### config.mk
export PLATFORM = sky130hd
export DESIGN_NAME = interrupt_controller
export DESIGN_NICKNAME = d
export VERILOG_FILES = /design/src/rtl/interrupt_controller.sv
export SDC_FILE = /design/constraint.sdc
export NUM_CORES = 1
export LEC_CHECK = 0
export CAP_MARGIN = 20
export CORE_ASPECT_RATIO = 1.4
export CORE_MARGIN = 3
export CORE_UTILIZATION = 45
export CTS_BUF_LIST = sky130_fd_sc_hd__clkbuf_4
export DETAILED_ROUTE_END_ITERATION = 6
export PLACE_DENSITY = 0.9
export SLEW_MARGIN = 10
export SYNTH_ARGS = -nofsm -noshare
export SYNTH_HDL_FRONTEND = slang
export SYNTH_SLANG_ARGS = --single-unit
### constraint.sdc
create_clock -name clk -period 1.9 [get_ports clk]
set_clock_uncertainty 0.15 [all_clocks]
set_input_delay 0.285 -clock clk [delete_from_list [all_inputs] [get_ports clk]]
set_output_delay 0.285 -clock clk [all_outputs]
set_load 0.01 [all_outputs]
### src/rtl/interrupt_controller.sv
// Interrupt controller: rising-edge capture into a pending register,
// CPU-writable mask, fixed lowest-index-first priority, and a
// request/acknowledge/end-of-interrupt handshake with the CPU.
module interrupt_controller #(
  parameter int                 LINES      = 16,
  parameter int                 CODE_WIDTH = 4,
  parameter logic [LINES-1:0]   MASK_RESET = '0
) (
  input  logic                  clk,
  input  logic                  rst_n,
  input  logic [LINES-1:0]      requests,
  input  logic                  mask_we,
  input  logic [LINES-1:0]      mask_wdata,
  input  logic                  intr_ack,
  input  logic                  intr_done,
  output logic                  intr,
  output logic [CODE_WIDTH-1:0] intr_code,
  output logic                  in_service,
  output logic [LINES-1:0]      pending,
  output logic [LINES-1:0]      mask
);

  typedef enum logic [1:0] {
    IDLE,
    REQUESTING,
    SERVICING
  } state_t;

  state_t                state_q;
  logic [LINES-1:0]      prevReq_q;
  logic [LINES-1:0]      pending_q;
  logic [LINES-1:0]      pending_d;
  logic [LINES-1:0]      mask_q;
  logic                  intr_q;
  logic                  inService_q;
  logic [CODE_WIDTH-1:0] intrCode_q;

  logic [LINES-1:0]      rise;
  logic [LINES-1:0]      eligible;
  logic [LINES-1:0]      clr;
  logic [CODE_WIDTH-1:0] winner;
  logic                  ackTaken;

  assign rise     = requests & ~prevReq_q;
  assign eligible = pending_q & mask_q;
  assign ackTaken = (state_q == REQUESTING) && intr_ack;

  // Priority pick: scanning from the top down lets the lowest set bit win.
  always_comb begin
    winner = '0;
    for (int i = LINES - 1; i >= 0; i--) begin
      if (eligible[i]) winner = CODE_WIDTH'(i);
    end
  end

  // Clear only the accepted line; a rise on that line in the same cycle wins.
  always_comb begin
    clr = '0;
    if (ackTaken) clr[intrCode_q] = 1'b1;
    pending_d = (pending_q & ~clr) | rise;
  end

  // Edge-detect history, pending capture and mask register.
  always_ff @(posedge clk or negedge rst_n) begin
    if (!rst_n) begin
      prevReq_q <= '0;
      pending_q <= '0;
      mask_q    <= MASK_RESET;
    end else begin
      prevReq_q <= requests;
      pending_q <= pending_d;
      if (mask_we) mask_q <= mask_wdata;
    end
  end

  // Handshake FSM with registered CPU-facing outputs.
  always_ff @(posedge clk or negedge rst_n) begin
    if (!rst_n) begin
      state_q     <= IDLE;
      intr_q      <= 1'b0;
      intrCode_q  <= '0;
      inService_q <= 1'b0;
    end else begin
      case (state_q)
        IDLE: begin
          if (eligible != '0) begin
            intrCode_q <= winner;
            intr_q     <= 1'b1;
            state_q    <= REQUESTING;
          end
        end
        REQUESTING: begin
          if (intr_ack) begin
            intr_q      <= 1'b0;
            inService_q <= 1'b1;
            state_q     <= SERVICING;
          end
        end
        SERVICING: begin
          if (intr_done) begin
            inService_q <= 1'b0;
            state_q     <= IDLE;
          end
        end
        default: begin
          intr_q      <= 1'b0;
          inService_q <= 1'b0;
          state_q     <= IDLE;
        end
      endcase
    end
  end

  assign intr       = intr_q;
  assign intr_code  = intrCode_q;
  assign in_service = inService_q;
  assign pending    = pending_q;
  assign mask       = mask_q;

endmodule

After elaboration in Yosys (flattened, before gate mapping):

Cells that the tools add are included.

* bits in registers: 56
* output and inout bits: 38

* $lt $le $gt $ge: 2
* eq/ne operators: 5
* muxes and demuxes: 29
* bitwise logic cells: 8
* reduce and logical (&&, ||, !) cells: 8

Operators with widths (number)
* $mux W4: 16
* $and A16 B16 Y16: 3
* $not A16 Y16: 2
* $mux W16: 1
* $or A16 B16 Y16: 1
* $reduce_bool A16 Y1: 1
* $reduce_and A3 Y1: 3
* $mux W2: 3
* $ne A2 B2 Y1 const B: 3
* $pmux W1 S3: 2
* $pmux W2 S3: 1
* $lt A4 B5 Y1 const B: 1
* $mux W1: 5
* $demux W1 S4: 1
* $ge A4 B1 Y1 const B: 1
* $eq A2 B1 Y1 const B: 1
* $eq A2 B2 Y1 const B: 1
* $logic_and A1 B1 Y1: 2
* $logic_not A2 Y1: 1
* $not A1 Y1: 2
* $reduce_and A2 Y1: 1

Depth between registers and ports, before layout:

* word-level depth: 17
* mapped depth: 5
* gate-level depth less buffers: 5

Worst setup path before layout:

OpenSTA, ideal clock, no wires.

* path kind: reg2reg
* start point: register mask_q[13] (netlist: mask[13])
* end point: register intrCode_q[1] (netlist: intr_code[1])
* setup time: 0.128 ns
* data arrival time: 1.344 ns
* required time: 1.622 ns
* slack: 0.278 ns
* stages on the path, launching flop included: 6
* buffers on the path: 0
* path through: dfrtp_1 a22o_1 nor2b_4 nand4_4 nand2_4 mux2_1

* cells in the longest elaborated chain, start to end: 15
* elaborated cells between the ends (all ways): 17
* those cells by class: mux: 14; bitwise: 1; reduce/logical: 2

Ends and longest elaborated chain
* start, declared: RTL line 33 `logic [LINES-1:0] mask_q;`
* start signal, assigned: RTL line 72 `if (mask_we) mask_q <= mask_wdata;`
* $and A16 B16 Y16 (*): RTL line 45 `assign eligible = pending_q & mask_q;`
* $mux W4 (14 in a row): RTL line 52 `if (eligible[i]) winner = CODE_WIDTH'(i);`
* end signal, assigned: RTL line 87 `intrCode_q <= winner;`
* end, declared: RTL line 36 `logic [CODE_WIDTH-1:0] intrCode_q;`

Every way passes the cells marked *; elsewhere a longest branch is shown, timed or not.
A chain may end at the register's enable or synchronous reset.

Worst setup path after layout:

* start point: register mask_q[5] (netlist: mask[5])
* end point: output mask[5]

RTL lines
* end, declared: RTL line 20 `output logic [LINES-1:0] mask`

No word-level cell between the ends.

==> qor.yml <==
boundaryPins: 75
maxCapViolCount: 0
cts_buffer_depth: 2
via_per_inst: 5.30
max_freq_mhz: 539
synth_ff_type: "dfrtp_1"
async_flop_share_pct: 100
synth_edf_count: 0
min_path_type: "input port to async pin"
initialDrtViolationCount: 92
firstDrtPassIters: 4
synth_top_area_cell: "dfrtp_1"
crit_fanout: 3
path_cells: "buf_4, clkdlybuf4s50_1"
outcome: "finished clean"
grt_antenna_before_repair: 0
synth_mux_area_share_pct: 9.46
crit_path_start_kind: "flip-flop"
yosysSeqAreaShare_pct: 60.9
drtAntennaViolNets: 0
top_usage_layer: "met2"
post-route-drc-count: 0
slowest_stage: "clkdlybuf4s50_1"
chipWidth_um: 66.5
synth_fa_ha_area_share_pct: 0
cp-end-kind: "primary output"
synthXorXnorAreaFrac_pct: 0
syn2layout_area_growth_pct: 43.2
tightestPinTransition_ps: 353
overflow: 0
power_density_nw_per_um2: 995
gp_congestion: 0.832
synthTopCellsByArea: "dfrtp_1 (61%), mux2_2 (7.8%), o21ai_1 (6.1%), inv_1 (2.6%), nand2_1 (2.6%)"
vias: 1855
grt_max_degree: 29
synth_seq_cells: 56
initial_core_util_pct: 47.2
tritoncts_num_sinks: 56
final_util_pct: 67.5
cp_data_required_time_ps: 1460
routed_wl_mm: 5.76
synth_top_family_by_area: "compound AO/OA/AOI/OAI gates"
cts-root-buf: "clkbuf_4"
die_h_um: 90.6
syn_avg_cell_area_sq_um: 11.9
numPortBuffers: 74
multi_input_area_sq_um: 827
gr-usage-met2_pct: 34.6
synthSimpleGateAreaFrac_pct: 11.2
synth_top_cell_area_share_pct: 60.9
fin_nets: 322
track_usage_pct: 20.4
antenna_cells: 0
h-tree-depth: 2
dieArea_sq_um: 6020
grt_pass1_wl_mm: 9.25
wl_per_cell_um: 16.4
grtUsageMet1_pct: 24.5
fin_crit_sh_pct: 97.7
hold_viol_final: 0
report.final.slew_viol_count: 0
std_cell_rows: 30
worstSetupPathType: "flip-flop to primary output"
drive_gt1_share_pct: 18.5
cts_buffers: 5
fin_crit_ps: 1860
fillers: 370
synthDistinctLibCells: 34
arrival_ps: 1420
slew_headroom_pct: 76.4
syn_inst: 193
p_leak_nw: 1.41
irDropWorstVdd_v: 0.000649
grt_pass1_vias: 1817
synth-warning-count: 0
fin_tns_setup_ps: 0
setup_violations: 0
cts_tree: "done"
coreArea_sq_um: 4880
path_clk_slew_ps: 140
synth.cell_area_sq_um: 2300
clock_latency_ps: 380
synth_compound_area_share_pct: 15.2
layout.area.seq_sq_um: 1410
synth_nets: 230
slowest_delay_ps: 530
dp_hpwl_mm: 4.38
grt_use_met3_pct: 5.85
## layout make-up
| class | count | area share [%] |
|---|---|---|
| Timing Repair Buffer | 87 | 26.2 |
| Tap cell | 64 | 2.43 |
| Multi-Input combinational cell | 118 | 25.1 |
| Clock inverter | 1 | 0.114 |
| Sequential cell | 56 | 42.6 |
| Clock buffer | 7 | 1.59 |
| Inverter | 17 | 1.94 |
## per-stage QoR
| stage | instance area [sq um] | cells | setup slack, ps | power, mW | hold WS, ps |
|---|---|---|---|---|---|
| 3_5_place_dp | 3170 | 334 | 42.6 | 2.71 | 63.4 |
| 5_1_grt | 3300 | 350 | -29.8 | 3.46 | 184 |
| 6_report | 3300 | 350 | 43.9 | 3.28 | 180 |
| 3_3_place_gp | 3170 | 334 | 114 | 2.67 | 61.2 |
| 4_1_cts | 3240 | 343 | 18.5 | 3.22 | 175 |
| 2_1_floorplan | 2300 | 193 | 278 | 2.11 | -161 |
## worst max-delay path, delay by kind of cell, from the launching register on
kind     cells  cell delay (ps)
flops        1              390
buf+inv      2              660
## per-layer routing
metal | share of wire, % | wire (um)
met1 | 37 | 2130
met2 | 54 | 3100
met3 | 7.2 | 416
met4 | 1.9 | 110
met5 | 0 | 0
## state kept, by name (all words and copies together), names as in the netlist
name,flops
in_service,1
intr,1
intr_code,4
mask,16
pending,16
prevReq_q,16
state_q,2
## synth_stat cells, types with 2 or more instances
cell type	n
and2_1	2
a22oi_2	3
o211ai_1	2
nand3_1	3
o21ai_0	7
inv_1	16
nand2_1	16
dfrtp_1	56
nor2b_4	2
o21ai_1	28
nand2b_1	4
a22o_1	5
nor2_1	6
mux2_1	2
a21oi_1	6
mux2_2	16
buf_2	2
## placed cells by master (no fill, tap or decap), types with 2 or more instances in the layout
cell type,instances
clkdlybuf4s50_1,72
dfrtp_1,53
o21ai_1,28
inv_1,16
nand2_1,16
mux2_2,16
buf_4,10
o21ai_0,7
clkbuf_4,7
nor2_1,6
a21oi_1,6
a22o_1,5
nand2b_1,4
nand3_1,3
a22oi_2,3
dfrtp_2,3
nor2b_4,2
mux2_1,2
and2_1,2
o211ai_1,2
buf_12,2
## cells by family after synthesis
| logic type | Yosys count |
|---|---|
| multiplexers | 19 |
| buffers and inverters | 19 |
| AND/OR/NAND/NOR | 42 |
| flip-flops | 56 |
| AO/OA/AOI/OAI | 57 |
## repair_timing
| item | in CTS | in global routing |
|---|---|---|
| hold endpoints to repair | 40 | 0 |
| endpoints found under the setup margin | 0 | 9 |
| resized for setup | 0 | 4 |
| hold buffers | 1 | 0 |
| buffers inserted | 0 | 7 |
## worst paths after layout
check	depth (start not counted)	endpoint	slack, ps	from
hold reg to reg	1	pending[12]	270	prevReq_q[12]
setup / recovery	2	mask[5]	40	mask[5]
setup reg to reg	6	intr_code[0]	110	mask[12]
max in group asynchronous	3	intr_code[2]	890	rst_n
hold / removal	2	mask[2]	180	rst_n
min in group clk	1	prevReq_q[15]	200	requests[15]
## power breakdown
part	switching (mW)	leakage [nW]	total (mW)	internal, mW
combinational	0.530	0.762	1.17	0.638
clock	0.342	0.0338	0.514	0.172
sequential	0.215	0.612	1.60	1.38
total	1.09	1.41	3.28	2.19
Power figures use the tool's default switching activity.
